==> config.mk <==
export PLATFORM = sky130hd
export DESIGN_NAME = gb_lcd_capture
export DESIGN_NICKNAME = d
export VERILOG_FILES = /design/src/rtl/gb_lcd_capture.sv
export SDC_FILE = /design/constraint.sdc
export NUM_CORES = 1
export LEC_CHECK = 0
export ABC_AREA = 1
export CAP_MARGIN = 5
export CELL_PAD_IN_SITES_DETAIL_PLACEMENT = 1
export CELL_PAD_IN_SITES_GLOBAL_PLACEMENT = 2
export CORE_MARGIN = 4
export CORE_UTILIZATION = 30
export DETAILED_ROUTE_END_ITERATION = 10
export HOLD_SLACK_MARGIN = 0.05
export MAX_ROUTING_LAYER = met4
export PLACE_DENSITY_LB_ADDON = 0.25
export SLEW_MARGIN = 20
export SYNTH_ARGS = -nofsm -noshare
export SYNTH_HDL_FRONTEND = slang
export SYNTH_SLANG_ARGS = --single-unit
==> constraint.sdc <==
create_clock -name clk -period 3.49 [get_ports clk]
set_clock_uncertainty 0.05 [all_clocks]
set_input_delay 0.698 -clock clk [delete_from_list [all_inputs] [get_ports clk]]
set_output_delay 0.698 -clock clk [all_outputs]
set_load 0.005 [all_outputs]
==> src/rtl/gb_lcd_capture.sv <==
// gb_lcd_capture: packs the Game Boy LCD pixel stream into a double-banked framebuffer
// Ports:
//   clk, rst                 clk_gb domain clock, asynchronous active-high reset
//   gb_hs, gb_vs, gb_cpl     LCD line end, frame end and pixel latch (rising edges)
//   gb_pixel, gb_valid       2bpp shade and its valid flag, sampled with gb_cpl
//   fb_we, fb_addr, fb_wdata framebuffer byte write {bank, y*H/4 + x/4}, four pixels per byte
//   disp_bank, frame_done    bank of the last complete frame and its update pulse
//   frames_dropped, overflow saturating incomplete-frame count, sticky out-of-range flag
module gb_lcd_capture #(
  parameter int H_PIXELS = 160,
  parameter int V_LINES = 144,
  parameter int ADDR_W = 14
) (
  input  logic              clk,
  input  logic              rst,
  input  logic              gb_hs,
  input  logic              gb_vs,
  input  logic              gb_cpl,
  input  logic [1:0]        gb_pixel,
  input  logic              gb_valid,
  output logic              fb_we,
  output logic [ADDR_W-1:0] fb_addr,
  output logic [7:0]        fb_wdata,
  output logic              disp_bank,
  output logic              frame_done,
  output logic [7:0]        frames_dropped,
  output logic              overflow
);
  localparam int XW = $clog2(H_PIXELS + 1);
  localparam int YW = $clog2(V_LINES + 1);
  localparam int BW = ADDR_W - 1;
  localparam logic [XW-1:0] X_MAX = XW'(H_PIXELS);
  localparam logic [YW-1:0] Y_MAX = YW'(V_LINES);
  localparam logic [BW-1:0] BPL = BW'(H_PIXELS / 4);
  logic hs_q, hs_d, vs_q, vs_d, cpl_q, cpl_d, valid_q;
  logic [1:0] pix_q;
  logic [XW-1:0] x, x_a, x_n;
  logic [YW-1:0] y, y_h, y_n;
  logic [7:0] pack, pack_a, pack_n;
  logic wr_bank;
  logic hs_rise, vs_rise, cpl_rise, accept, drop, full, wr, complete;
  logic [ADDR_W-1:0] wr_addr;
  // write request staged once so fb_we lands two clocks after gb_cpl is first sampled
  logic wr_q;
  logic [ADDR_W-1:0] wr_addr_q;
  logic [7:0] wr_data_q;
  // events resolve in order pixel -> hs -> vs; a flush on hs/vs merges with a just-completed byte
  // because a completed byte leaves x[1:0] == 0, so at most one write per clock
  always_comb begin
    hs_rise = hs_q & ~hs_d;
    vs_rise = vs_q & ~vs_d;
    cpl_rise = cpl_q & ~cpl_d;
    accept = cpl_rise & valid_q & (x < X_MAX) & (y < Y_MAX);
    drop = cpl_rise & valid_q & ~accept;
    pack_a = pack;
    if (accept) pack_a[{x[1:0], 1'b0} +: 2] = pix_q;
    x_a = accept ? x + XW'(1) : x;
    full = accept & (x[1:0] == 2'd3);
    wr = full | ((hs_rise | vs_rise) & (x_a[1:0] != 2'd0));
    y_h = (hs_rise && y != Y_MAX) ? y + YW'(1) : y;
    complete = vs_rise & (y_h == Y_MAX);
    x_n = (hs_rise | vs_rise) ? '0 : x_a;
    y_n = vs_rise ? '0 : y_h;
    pack_n = wr ? 8'd0 : pack_a;
    wr_addr = {wr_bank, BW'(y) * BPL + BW'(x >> 2)};
  end
  always_ff @(posedge clk or posedge rst) begin
    if (rst) begin
      {hs_q, hs_d, vs_q, vs_d, cpl_q, cpl_d, valid_q} <= '0;
      pix_q <= '0;
      x <= '0;
      y <= '0;
      pack <= '0;
      wr_bank <= 1'b1;
      disp_bank <= 1'b0;
      frame_done <= 1'b0;
      frames_dropped <= '0;
      overflow <= 1'b0;
      wr_q <= 1'b0;
      wr_addr_q <= '0;
      wr_data_q <= '0;
      fb_we <= 1'b0;
      fb_addr <= '0;
      fb_wdata <= '0;
    end else begin
      hs_q <= gb_hs;
      hs_d <= hs_q;
      vs_q <= gb_vs;
      vs_d <= vs_q;
      cpl_q <= gb_cpl;
      cpl_d <= cpl_q;
      valid_q <= gb_valid;
      pix_q <= gb_pixel;
      x <= x_n;
      y <= y_n;
      pack <= pack_n;
      wr_q <= wr;
      wr_addr_q <= wr_addr;
      wr_data_q <= pack_a;
      fb_we <= wr_q;
      fb_addr <= wr_addr_q;
      fb_wdata <= wr_data_q;
      frame_done <= complete;
      if (complete) begin
        disp_bank <= wr_bank;
        wr_bank <= ~wr_bank;
      end
      if (vs_rise && !complete && frames_dropped != 8'hFF) frames_dropped <= frames_dropped + 8'd1;
      if (drop) overflow <= 1'b1;
    end
  end
endmodule

==> impl_summary.md <==
Yosys
The netlist uses 36 different library cells. The post-synthesis share of cell area spent on and, or, nand and nor gates is 23.3%. The synthesized netlist devotes 3.43% of its cell area to compound gates. After technology mapping, the gate count stands at 421. In the synthesized netlist the dominant register cell turns out to be sky130_fd_sc_hd__dfrtp_1. The sequential area share after synthesis is 54.8%. Synthesis produced a netlist with a net count of 455. The post-synthesis area per instance is 9.88 um^2. The largest family of logic cells by synthesized area is simple AND/OR/NAND/NOR gates.

The mux share of post-synthesis cell area is 0.481%. Summing the areas of all fa, ha and maj instances in the mapped netlist gives 8.18% of the synthesized area. The count of state elements after synthesis is 91.

The synthesized netlist devotes 3.79% of its cell area to XOR and XNOR gates. The Yosys step of the flow raised 0 warnings. In the synthesized netlist the async set-or-reset flop fraction comes to 100%. In this run the cell area of the synthesized design comes to 4160 um^2.

Counting flops with a built-in enable in the synthesized netlist gives 0.

Critical path
The cell depth of the worst flop-to-flop path is 7. The type of the worst setup path is flop to flop. The critical path launch point type is a flop. The worst setup path is captured at a flop. The data arrival time of the worst path is 2640 ps. The required time of the critical path is 3720 ps. The endpoint identified for the worst register-to-register timing path is wr_addr_q[11]. The setup slack on the worst flop-to-flop path is 1080 ps. In this run the critical register-to-register path is launched from y[1]. The end point of the critical path is wr_addr_q[11]. The critical path launch point is y[1]. The maximum fanout along the worst path is 5.

Timing
The number of pins exceeding their max-slew limit in the final report is 0. The slew at the pin with the worst max-slew slack is 675 ps. Summed over all failing endpoints, the final setup total negative slack is 0 ps. Setup repair after global routing left no endpoint under its margin. Setup slack closes at 1080 ps. The hold violation total from the final report is 0. Static timing analysis puts the maximum clock frequency at 414 MHz.

After layout, the minimum clock period comes to 2410 ps. The final-report setup violation count is 0. The worst path uses 69.2% of the clock period. In this run the tightest slew margin relative to its limit is 55.0%.

Clocking
The root buffer cell is sky130_fd_sc_hd__clkbuf_16. TritonCTS built the clock tree. The buffer levels on the longest clock path is 2. The clock-pin slew reported for the worst setup and hold paths after clock tree synthesis is 70 ps. The TritonCTS buffer count is 9. The total of cells resized after clock tree synthesis is 0.

CTS saw 91 sinks. Post-CTS timing repair inserted 0 buffers for setup. The clock network latency to the later pin of the worst-skew pair is 350 ps.

For this design, the CTS-stage hold fixing added 0 buffers. The number of H-tree levels is 3.

Pwr
The power density normalized to cell area is 540 nW/um^2. The analysis attributes to cell leakage a power of 2.48 nW. Across the VDD grid, the largest voltage drop is 278 uV.

Global route
The number of global-route vias before repair is 3040. The first global-routing pass estimated 15.0 mm of wire. The sum of overflow across all layers after global routing is 0. The number of antenna violations at the first check in global routing is 0. The pin count of the biggest net entering global routing is 37.

Across every metal layer, demand over resource in global routing totals 12.1%.

Final layout
The top cell types in the final layout, fill and taps aside, are 90 x sky130_fd_sc_hd__dfrtp_1, 87 x sky130_fd_sc_hd__nand2_1, 53 x sky130_fd_sc_hd__inv_1. The total number of nets in the final design is 505. Cells fill 38.3% of the core in the end. Compared with the post-synthesis result, the final layout area differs by 23.3%. The final design instance area without fill is 5130 um^2. Leaving out fill and tap cells, the most frequent cell in the layout is sky130_fd_sc_hd__dfrtp_1. The repair_antennas step left the layout with diodes totalling 0. The final standard cell count with taps included and fillers excluded is 652.

The fraction of final layout cells sized beyond drive strength 1 is 10.5%.

Placement
Including well taps, the total number of placed cells is 636. OpenSTA, run right after detailed placement, puts the worst setup slack at 1070 ps. The number of port buffers is 41. The final weighted congestion of routability-driven global placement is 0.781. Summing all placed instances gives a cell area of 4790 um^2. The HPWL after detailed placement is 5.99 mm.

Routing
The number of DRC markers after the initial detailed-route iteration is 82. The count of nets left with antenna violations once routing finished came out at 0. After detailed routing, the average wire length per cell comes to 12.9 um.

Before antenna repair, the detailed router went through 4 iterations. In the routed design, unresolved DRC markers number 0. The via count of the routed design is 2867.

Using the TritonRoute via totals, the vias-per-cell ratio works out to 4.40. Wires add up to 8.39 mm.

Floorplanning
The effective utilization at floorplan is 31.0%. For this design the top-level I/O count stands at 42. The total core area is 13400 um^2. The overall die height is 126 um. Row generation in the floorplan step produced 42 rows. The floorplan step set the die width to 126 um. The die area is 15800 um^2.

Run status
The run finished with clean final reports.

Worst hold path
The class of the worst hold path is flop to flop. The number of cells traversed by the worst hold path is 0. The startpoint identified for the worst hold timing path is wr_data_q[5].

Run
The max-cap violation count is 0.
## cell type report
type	instances	area, um^2
multi-input cells	267	1630
repair buffers	44	445
well taps	176	220
inverters	58	221
clock inverters	6	95.1
fillers	1558	8270
flip-flops and latches	91	2280
clock buffers	10	239
## worst max-delay path: stages, from the launching register on
cell	delay, ps
sky130_fd_sc_hd__dfrtp_1	460
sky130_fd_sc_hd__ha_1	320
sky130_fd_sc_hd__ha_1	230
sky130_fd_sc_hd__fa_1	410
sky130_fd_sc_hd__xor2_1	290
sky130_fd_sc_hd__nand3_1	160
sky130_fd_sc_hd__nor3_1	250
sky130_fd_sc_hd__xor2_1	160
## worst min path at each step
stage               slack [ps]           to
global placement           280   fb_addr[5]
detailed placement         290   fb_addr[3]
finish                     300  fb_wdata[5]
global route               310   fb_addr[1]
floorplan                  280   fb_addr[0]
CTS                        300  fb_wdata[5]
## registers in the layout, summed over array words and instances, names as in the netlist, 2 cells and up
register	count
y	8
frames_dropped	8
fb_wdata	8
wr_data_q	8
fb_addr	14
pix_q	2
pack	8
x	8
wr_addr_q	14
## cell families after synthesis
family | Yosys count
fa+ha+maj | 26
buf+inv | 63
xor+xnor | 18
flops | 91
simple gates | 195
mux | 2
compound gates | 26
## metrics by stage
stage,hold slack (ps),power (W)
2_1_floorplan,281,0.00151
3_3_place_gp,281,0.00170
3_5_place_dp,286,0.00171
4_1_cts,301,0.00282
5_1_grt,309,0.00293
6_report,298,0.00277
## routing by layer
layer / GRT usage [%] / share of wire, %
met5: - / 0
met4: 3.79 / 1.3
met1: 15.9 / 49
met2: 18.0 / 46
met3: 3.85 / 4.1
## power breakdown
| part | internal (W) | switching (W) | total (W) |
|---|---|---|---|
| Clock | 0.000655 | 0.000434 | 0.00109 |
| Sequential | 0.00117 | 0.0000789 | 0.00125 |
| Combinational | 0.000205 | 0.000224 | 0.000429 |
## synth_stat cells, drive strengths merged (2+ instances only)
cell	count	area (um^2)
inv	56	210
buf	4	28.8
xor2	12	105
nand3	21	118
o21ai	16	87.6
fa	2	40.0
a21oi	8	40.0
nand4	13	81.3
dfrtp	90	2250
mux2i	2	20.0
nor2	49	255
clkinv	2	10.0
nand2	99	430
nor3	8	50.1
or2	3	18.8
ha	24	300
xnor2	6	52.6
(Power assumes the default switching activity.)
